<file path="config.mk">
export PLATFORM = sky130hd
export DESIGN_NAME = mux_scan_n1
export DESIGN_NICKNAME = d
export VERILOG_FILES = /design/src/rtl/mux_scan_n1.sv
export SDC_FILE = /design/constraint.sdc
export NUM_CORES = 1
export LEC_CHECK = 0
export ABC_AREA = 1
export ABC_CLOCK_PERIOD_IN_PS = 3100
export BUFFER_PORTS_ARGS = -buffer_cell sky130_fd_sc_hd__buf_2
export CAP_MARGIN = 0
export CORE_MARGIN = 2
export CORE_UTILIZATION = 40
export CTS_CLUSTER_DIAMETER = 50
export DETAILED_ROUTE_END_ITERATION = 8
export PLACE_DENSITY = 0.61
export SETUP_SLACK_MARGIN = 0.15
export SLEW_MARGIN = 20
export SYNTH_ARGS = -nofsm -noshare
export SYNTH_HDL_FRONTEND = slang
export SYNTH_SLANG_ARGS = --single-unit
</file>
<file path="constraint.sdc">
create_clock -name clk -period 3.1 [get_ports clk]
set_input_delay 0.775 -clock clk [delete_from_list [all_inputs] [get_ports clk]]
set_output_delay 0.775 -clock clk [all_outputs]
set_load 0.05 [all_outputs]
</file>
<file path="src/rtl/mux_scan_n1.sv">
// N-channel, W-bit mux with registered output: manual select or autonomous scan with per-channel dwell.
// One cycle from X/sel/mode to Y/ch; en low freezes position and drops y_valid.
module mux_scan_n1 #(
  parameter int N_CH  = 4,
  parameter int W     = 1,
  parameter int SEL_W = 2,
  parameter int DWELL = 4
) (
  input  logic                clk,
  input  logic                rst_n,
  input  logic [N_CH*W-1:0]   X,
  input  logic [SEL_W-1:0]    sel,
  input  logic                mode,
  input  logic                en,
  output logic [W-1:0]        Y,
  output logic [SEL_W-1:0]    ch,
  output logic                y_valid,
  output logic                wrap
);

  localparam int DW_W = (DWELL > 1) ? $clog2(DWELL) : 1;
  localparam logic [SEL_W-1:0] LAST_CH  = SEL_W'(N_CH - 1);
  localparam logic [DW_W-1:0]  LAST_DW  = DW_W'(DWELL - 1);

  typedef enum logic {MANUAL, SCAN} state_t;

  state_t           state, state_nx;
  logic [SEL_W-1:0] scan_ch, scan_ch_nx, cur_ch;
  logic [DW_W-1:0]  dwell, dwell_nx, cur_dw;
  logic [W-1:0]     y_nx, sel_dat, scan_dat;
  logic [SEL_W-1:0] ch_nx;
  logic             vld_nx, wrap_nx, sel_hit;

  // A scan entered at this edge starts from channel 0, dwell 0 regardless of stale counters.
  assign cur_ch = (state == SCAN) ? scan_ch : '0;
  assign cur_dw = (state == SCAN) ? dwell   : '0;

  always_comb begin
    sel_dat  = '0;
    sel_hit  = 1'b0;
    scan_dat = '0;
    for (int k = 0; k < N_CH; k++) begin
      if (sel == SEL_W'(k)) begin
        sel_dat = X[k*W +: W];
        sel_hit = 1'b1;
      end
      if (cur_ch == SEL_W'(k)) scan_dat = X[k*W +: W];
    end
  end

  always_comb begin
    state_nx   = mode ? SCAN : MANUAL;
    scan_ch_nx = cur_ch;
    dwell_nx   = cur_dw;
    y_nx       = Y;
    ch_nx      = ch;
    vld_nx     = 1'b0;
    wrap_nx    = 1'b0;
    if (!mode) begin
      scan_ch_nx = '0;
      dwell_nx   = '0;
    end
    if (en) begin
      if (mode) begin
        y_nx   = scan_dat;
        ch_nx  = cur_ch;
        vld_nx = 1'b1;
        if (cur_dw == LAST_DW) begin
          dwell_nx   = '0;
          scan_ch_nx = (cur_ch == LAST_CH) ? '0 : cur_ch + SEL_W'(1);
          wrap_nx    = (cur_ch == LAST_CH);
        end else begin
          dwell_nx = cur_dw + DW_W'(1);
        end
      end else begin
        // Out-of-range selects present zero and flag the sample invalid.
        y_nx   = sel_hit ? sel_dat : '0;
        ch_nx  = sel;
        vld_nx = sel_hit;
      end
    end
  end

  always_ff @(posedge clk or negedge rst_n) begin
    if (!rst_n) begin
      state   <= MANUAL;
      scan_ch <= '0;
      dwell   <= '0;
      Y       <= '0;
      ch      <= '0;
      y_valid <= 1'b0;
      wrap    <= 1'b0;
    end else begin
      state   <= state_nx;
      scan_ch <= scan_ch_nx;
      dwell   <= dwell_nx;
      Y       <= y_nx;
      ch      <= ch_nx;
      y_valid <= vld_nx;
      wrap    <= wrap_nx;
    end
  end

endmodule

</file>
==> impl_results.md, run 1 <==
- Starting density of the core: 42.4%
- Avg Cell Area, Syn: 8.12 µm²
- Pre-CTS WS: 1.66 ns
- Largest net degree at the start of global routing: 11
- Total core area: 1280 µm²
- Kind of end point of the critical path: primary output
- CP max-delay cell: dfrtp_1
- Peak VDD IR: 0.000235 V
- Psw: 0.0781 mW
- Htree depth: 1
- GRT Overall Usage: 15.6%
- Power Density: 421 nW/µm²
- Mapped Nets: 82
- Synth top area cells: dfrtp_1, nand2_1, ha_1, inv_1, a21oi_1
- Reg power frac: 51.3%
- Logic pwr share: 17.9%
- Grt ovf: 0
- Clock Power Share: 30.8%
- Fin. Hold Viols: 0
- I/O pin cnt: 15
- Crit Path Max Fanout: 2
- Worst-Skew Late Latency: 0.26 ns
- Clk root buf: clkbuf_4
- DRC viols: 0
- Post-synthesis cell type count: 13
- Mapped cell area: 544 µm²
- Final Net Count: 100
- Layout area overhead: 19.8%
- Port bufs: 14
- Synth warnings: 0
- Fraction of the cycle the final worst path needs: 52.9%
- Post-synthesis register bit count: 10
- Switching share of power: 28.5%
- Fin. max-slew vios: 0
- CTS tree: done
- Delay-heaviest family, CP: flip-flops
- Pre-antenna DRT Iters: 3
- Critical Path AT: 0.86 ns
- Register area share after synthesis: 46.0%
- Buf/Inv on CP: 1
- GP Congestion: 0.785
- Per-cell routed wire length: 11.1 µm
- Die Y: 40.9 µm
- Hold Path Class: in2async
- Die width: 40.9 µm
- Clock-pin slew on the worst setup and hold paths: 0.06 ns
- Total vias in the final route: 462
- Multi-input gate area: 245 µm²
- DRT Wirelength: 1090 µm
- Int Power: 0.196 mW
- Final worst setup slack: 1.46 ns
- Antenna Cells: 0
- # clock sinks: 10
- Post_cts resized: 0
- Fmax: 610 MHz
- R2r setup slk: 1.68 ns
- Critical Path RT: 2.32 ns
- Lkg Pwr: 0.385 nW
- Crit path largest cell delay: 0.34 ns
- Yosys top cell by area: dfrtp_1
- Post-CTS Hold Buffers: 0
- Post-DP HPWL: 839 µm
- WS Path Type: reg2out
- DRT iter0 DRCs: 3
- Post-route minimum period: 1.64 ns
- Clk buf depth: 2
- Share of layout cells above drive strength 1: 20.5%
- Max cap viols: 0
- Vias per cell: 4.71
- Setup Buffers After CTS: 0
- Slew @ Worst Pin: 0.251 ns
- Initial antenna violation count: 0
- Die ar.: 1670 µm²
- Antenna-violating nets left: 0
- Setup-failing EPs final: 0
- Status: finished clean
- FP Rows: 13
- Post-layout util: 50.7%
- RSZ-0062 raised after global routing: false
- Num CTS Buffers: 3
- CP Cell Sequence: buf_2
- First-pass GRT wire length: 1640 µm
- Slew margin rel.: 83.4%
- Vias in the first global route: 393
- CP Launch Type: flip-flop
- Clock Skew: 0.00112 ns
- Post-Synthesis Cells: 67
- Area share of the largest cell type after synthesis: 46.0%
- FF/Latch Area: 250 µm²
- Setup TNS: 0 ns
- Number of fillers in the final layout: 131
[final cells by class]
cell class / count / share of cell area [%]
Sequential cell: 10 / 38.4
Timing Repair Buffer: 14 / 10.7
Clock buffer: 3 / 3.45
Multi-Input combinational cell: 44 / 37.6
Inverter: 12 / 6.91
Tap cell: 15 / 2.88
[flip-flops by register name, indices dropped and copies added, names as in the netlist]
signal	cells
scan_ch	2
y_valid	1
wrap	1
dwell	2
Y	1
state	1
ch	2
[Yosys cell counts]
| master | count |
|---|---|
| a211oi_1 | 1 |
| a21oi_1 | 5 |
| clkbuf_1 | 1 |
| dfrtp_1 | 10 |
| ha_1 | 5 |
| inv_1 | 12 |
| nand2_1 | 20 |
| nand3_1 | 5 |
| nand3b_1 | 1 |
| nor2_1 | 2 |
| o21a_1 | 1 |
| o21ai_0 | 2 |
| o221ai_1 | 2 |
[layout by cell type (no fill, tap or decap), drive strengths merged]
cell type / n
buf: 14
clkbuf: 3
nand3b: 1
inv: 12
o21a: 1
o221ai: 2
a21oi: 5
nand2: 20
o21ai: 2
ha: 5
nor2: 2
a211oi: 1
nand3: 5
dfrtp: 10
[per-stage QoR]
step	hold WS [ns]	total power [mW]	cells	cell area (µm²)
final	0.366	0.274	98	652
after global routing	0.372	0.290	98	652
after CTS	0.367	0.279	98	652
after global placement	0.481	0.192	95	629
after detailed placement	0.480	0.192	95	629
after floorplan	0.479	0.174	67	544
[power by group through the flow]
| stage | sequential (mW) | clock, mW | combinational [mW] |
|---|---|---|---|
| floorplan | 0.158 | 0 | 0.0152 |
| global placement | 0.143 | 0 | 0.0489 |
| detailed placement | 0.143 | 0 | 0.0493 |
| CTS | 0.141 | 0.0892 | 0.0494 |
| global route | 0.141 | 0.0945 | 0.0546 |
| finish | 0.141 | 0.0844 | 0.0490 |
[routing by layer]
layer  GRT usage, %  share of wire [%]  vias up
met2           21.1                 44        9
met5              0                  0        -
met3           6.52                4.2        0
met4           5.00                  0        0
met1           22.3                 52      208
li1               -                  -      245
[final timing paths]
path                                   start  cells after the start           endpoint
setup / recovery               Y$_DFFE_PN0P_                      1                  Y
hold / removal                         rst_n                      1    state$_DFF_PN0_
setup reg to reg             state$_DFF_PN0_                      7      Y$_DFFE_PN0P_
hold reg to reg            ch[1]$_DFFE_PN0P_                      2  ch[1]$_DFFE_PN0P_
max in group asynchronous              rst_n                      1      Y$_DFFE_PN0P_
min in group clk           ch[1]$_DFFE_PN0P_                      2  ch[1]$_DFFE_PN0P_
[cells by family after synthesis]
logic type	synth area share [%]
AO/OA/AOI/OAI	12.4
adder cells (fa/ha/maj)	11.5
buffers and inverters	8.96
flip-flops	46.0
AND/OR/NAND/NOR	21.1
Note: power is estimated with default switching activity, not from simulation.
==> inputs of run 2 (changes only) <==
--- a/config.mk
+++ b/config.mk
@@ -5,15 +5,15 @@
 export SDC_FILE = /design/constraint.sdc
 export NUM_CORES = 1
 export LEC_CHECK = 0
-export ABC_AREA = 1
-export ABC_CLOCK_PERIOD_IN_PS = 3100
+export ABC_AREA = 0
+export ABC_CLOCK_PERIOD_IN_PS = 1550
 export BUFFER_PORTS_ARGS = -buffer_cell sky130_fd_sc_hd__buf_2
 export CAP_MARGIN = 0
 export CORE_MARGIN = 2
 export CORE_UTILIZATION = 40
 export CTS_CLUSTER_DIAMETER = 50
 export DETAILED_ROUTE_END_ITERATION = 8
-export PLACE_DENSITY = 0.61
+export PLACE_DENSITY = 0.6
 export SETUP_SLACK_MARGIN = 0.15
 export SLEW_MARGIN = 20
 export SYNTH_ARGS = -nofsm -noshare
==> constraint.sdc (replaced) <==
create_clock -name clk -period 1.55 [get_ports clk]
set_input_delay 0.3875 -clock clk [delete_from_list [all_inputs] [get_ports clk]]
set_output_delay 0.3875 -clock clk [all_outputs]
set_load 0.05 [all_outputs]
==> run 2 against run 1 <==
  * Critical endpoint is now Y$_DFFE_PN0P_
  * Sequential power is 99% higher
  * Count of clock-buffer cells in the layout stayed put
  * Final cell count is 11% lower
  * Clock power is 99% higher
  * Synthesized cell count is 21% lower
  * Non-clock buffer count is 5 higher
==> impl_results.md, run 2 <==
- Reg power frac: 49.6%
- Synth warnings: 0
- Area share of the largest cell type after synthesis: 43.3%
- DRT Wirelength: 1060 µm
- Most common cell after layout, fill and taps aside: buf_2
- Int Power: 0.410 mW
- Grt ovf: 0
- Starting density of the core: 43.9%
- Final worst setup slack: 0.101 ns
- I/O pin cnt: 15
- Critical Path AT: 1.59 ns
- Top flop regs: ch (2), dwell (2), scan_ch (2)
- Psw: 0.157 mW
- Vias in the first global route: 468
- Post-DP HPWL: 818 µm
- Status: finished clean
- DRC viols: 0
- Synth top area cells: dfrtp_1, ha_1, mux2i_1, xnor2_1, and2_2
- CTS tree: done
- Post-Synthesis Cells: 53
- Clk buf depth: 2
- GRT Overall Usage: 14.0%
- Die width: 42.0 µm
- Clock-pin slew on the worst setup and hold paths: 0.06 ns
- Clock Skew: 0.00720 ns
- Slew margin rel.: 83.6%
- Antenna Cells: 0
- Peak VDD IR: 0.000620 V
- Share of layout cells above drive strength 1: 51.4%
- Slew @ Worst Pin: 0.248 ns
- First-pass GRT wire length: 1840 µm
- Per-cell routed wire length: 12.2 µm
- Fraction of the cycle the final worst path needs: 93.5%
- Logic pwr share: 20.7%
- Clk root buf: clkbuf_4
- Switching share of power: 27.7%
- Avg Cell Area, Syn: 10.9 µm²
- Post-synth EDFFs: 0
- Crit Path Max Fanout: 4
- Pre-CTS WS: 0.0805 ns
- Num CTS Buffers: 3
- Total vias in the final route: 441
- Post-route minimum period: 1.45 ns
- Mapped cell area: 578 µm²
- FFs w/ async S/R, synth: 100%
- Mapped Nets: 68
- Power Density: 728 nW/µm²
- Vias per cell: 5.07
- CP max-delay cell: dfrtp_2
- Lkg Pwr: 0.380 nW
- Most frequent cell after synthesis: dfrtp_1
- GP Congestion: 0.752
- Yosys top cell by area: dfrtp_1
- Post-synthesis register bit count: 10
- FP Rows: 13
- Synth cell count leaders: dfrtp_1, ha_1, mux2i_1
- Crit path largest cell delay: 0.43 ns
- Post-layout util: 59.1%
- Dominant synthesized flop cell: dfrtp_1
- WS Path Type: reg2reg
- Most frequent cells in the layout: buf_2, dfrtp_1, mux2i_1
- Fin. max-slew vios: 0
- Port bufs: 14
- Final Instance Area: 778 µm²
- Layout area overhead: 34.6%
- DRT iter0 DRCs: 4
- Htree depth: 1
- Number of fillers in the final layout: 111
- Antenna-violating nets left: 0
- Setup TNS: 0 ns
- Kind of end point of the critical path: flip-flop
- Hold Path Class: in2reg
- CP Launch Type: flip-flop
- Post-synthesis cell type count: 25
- Critical Path RT: 1.69 ns
- Total core area: 1320 µm²
- Register area share after synthesis: 43.3%
- CP Cell Sequence: nand2_4 -> inv_4 -> ha_2 -> and3b_1 -> a2111oi_4 -> o211ai_1
- Max cap viols: 0
- Clock Power Share: 29.7%
- Placed cell areas: 694 µm²
- Die ar.: 1770 µm²
- Fin. Hold Viols: 0
- Worst-Skew Late Latency: 0.26 ns
- Setup-failing EPs final: 0
- Initial antenna violation count: 0
- Pre-antenna DRT Iters: 2
- Fmax: 690 MHz
- Die Y: 42.0 µm
- # clock sinks: 10
- Largest net degree at the start of global routing: 11
- Final Net Count: 89
- RSZ-0062 raised after global routing: true
==> run 2: routing by layer <==
layer,share of wire (%),wire [µm],track usage (%)
met5,0,0,0
met4,0,0,2.50
met3,7.4,78,8.19
met2,50,526,24.4
met1,43,453,14.7
==> run 2: critical path, delay by kind of cell (launching register included) <==
kind | cells | cell delay (ns)
AO/OA/AOI/OAI | 2 | 0.39
buffers and inverters | 1 | 0.05
flip-flops | 1 | 0.43
adder cells (fa/ha/maj) | 1 | 0.16
AND/OR/NAND/NOR | 2 | 0.30
==> run 2: cell families (layout without fill, tap and decap cells) <==
group | after synthesis | count (layout) | share of synthesized area [%]
AO/OA/AOI/OAI | 7 | 7 | 9.52
XOR/XNOR | 2 | 2 | 3.03
adder cells (fa/ha/maj) | 5 | 5 | 10.8
buffers and inverters | 7 | 26 | 6.06
flip-flops | 10 | 10 | 43.3
multiplexers | 5 | 5 | 8.66
AND/OR/NAND/NOR | 17 | 17 | 18.6
==> run 2: through the flow <==
| step | power, mW | cells | hold slack, ns |
|---|---|---|---|
| floorplan | 0.357 | 53 | 0.0919 |
| global placement | 0.395 | 82 | 0.258 |
| detailed placement | 0.394 | 82 | 0.258 |
| CTS | 0.565 | 87 | 0.399 |
| global route | 0.596 | 87 | 0.421 |
| finish | 0.567 | 87 | 0.408 |
==> run 2: worst paths after layout <==
path                            startpoint                end  slack (ns)  cells after the start
setup / recovery           state$_DFF_PN0_      Y$_DFFE_PN0P_        0.10                      6
hold / removal                          en  y_valid$_DFF_PN0_        0.41                      2
setup reg to reg           state$_DFF_PN0_      Y$_DFFE_PN0P_        0.10                      6
hold reg to reg              Y$_DFFE_PN0P_      Y$_DFFE_PN0P_        0.51                      2
max in group asynchronous            rst_n    state$_DFF_PN0_        0.83                      2
min in group asynchronous            rst_n  ch[0]$_DFFE_PN0P_        0.51                      2
==> run 2: power groups by stage <==
stage,clock (mW),sequential (mW),combinational (mW)
2_1_floorplan,0,0.319,0.0379
3_3_place_gp,0,0.286,0.110
3_5_place_dp,0,0.285,0.109
4_1_cts,0.172,0.280,0.113
5_1_grt,0.184,0.283,0.128
6_report,0.168,0.281,0.117
==> run 2: timing repair <==
| item | in CTS | in global routing |
|---|---|---|
| resized for setup | 0 | 10 |
| hold buffers | 1 | 0 |
| setup buffers | 1 | 0 |
| endpoints found under the setup margin | 1 | 3 |
| pin swaps | 1 | 4 |
| endpoints found under the hold margin | 10 | 0 |
==> run 2: area by class of cell <==
| cell class | instances | area (µm²) | share of cell area (%) |
|---|---|---|---|
| inverter | 4 | 20.0 | 2.57 |
| multi-input combinational | 36 | 355 | 45.7 |
| clock buffer | 3 | 22.5 | 2.89 |
| timing repair buffer | 19 | 110 | 14.1 |
| tap | 15 | 18.8 | 2.41 |
| sequential | 10 | 251 | 32.3 |
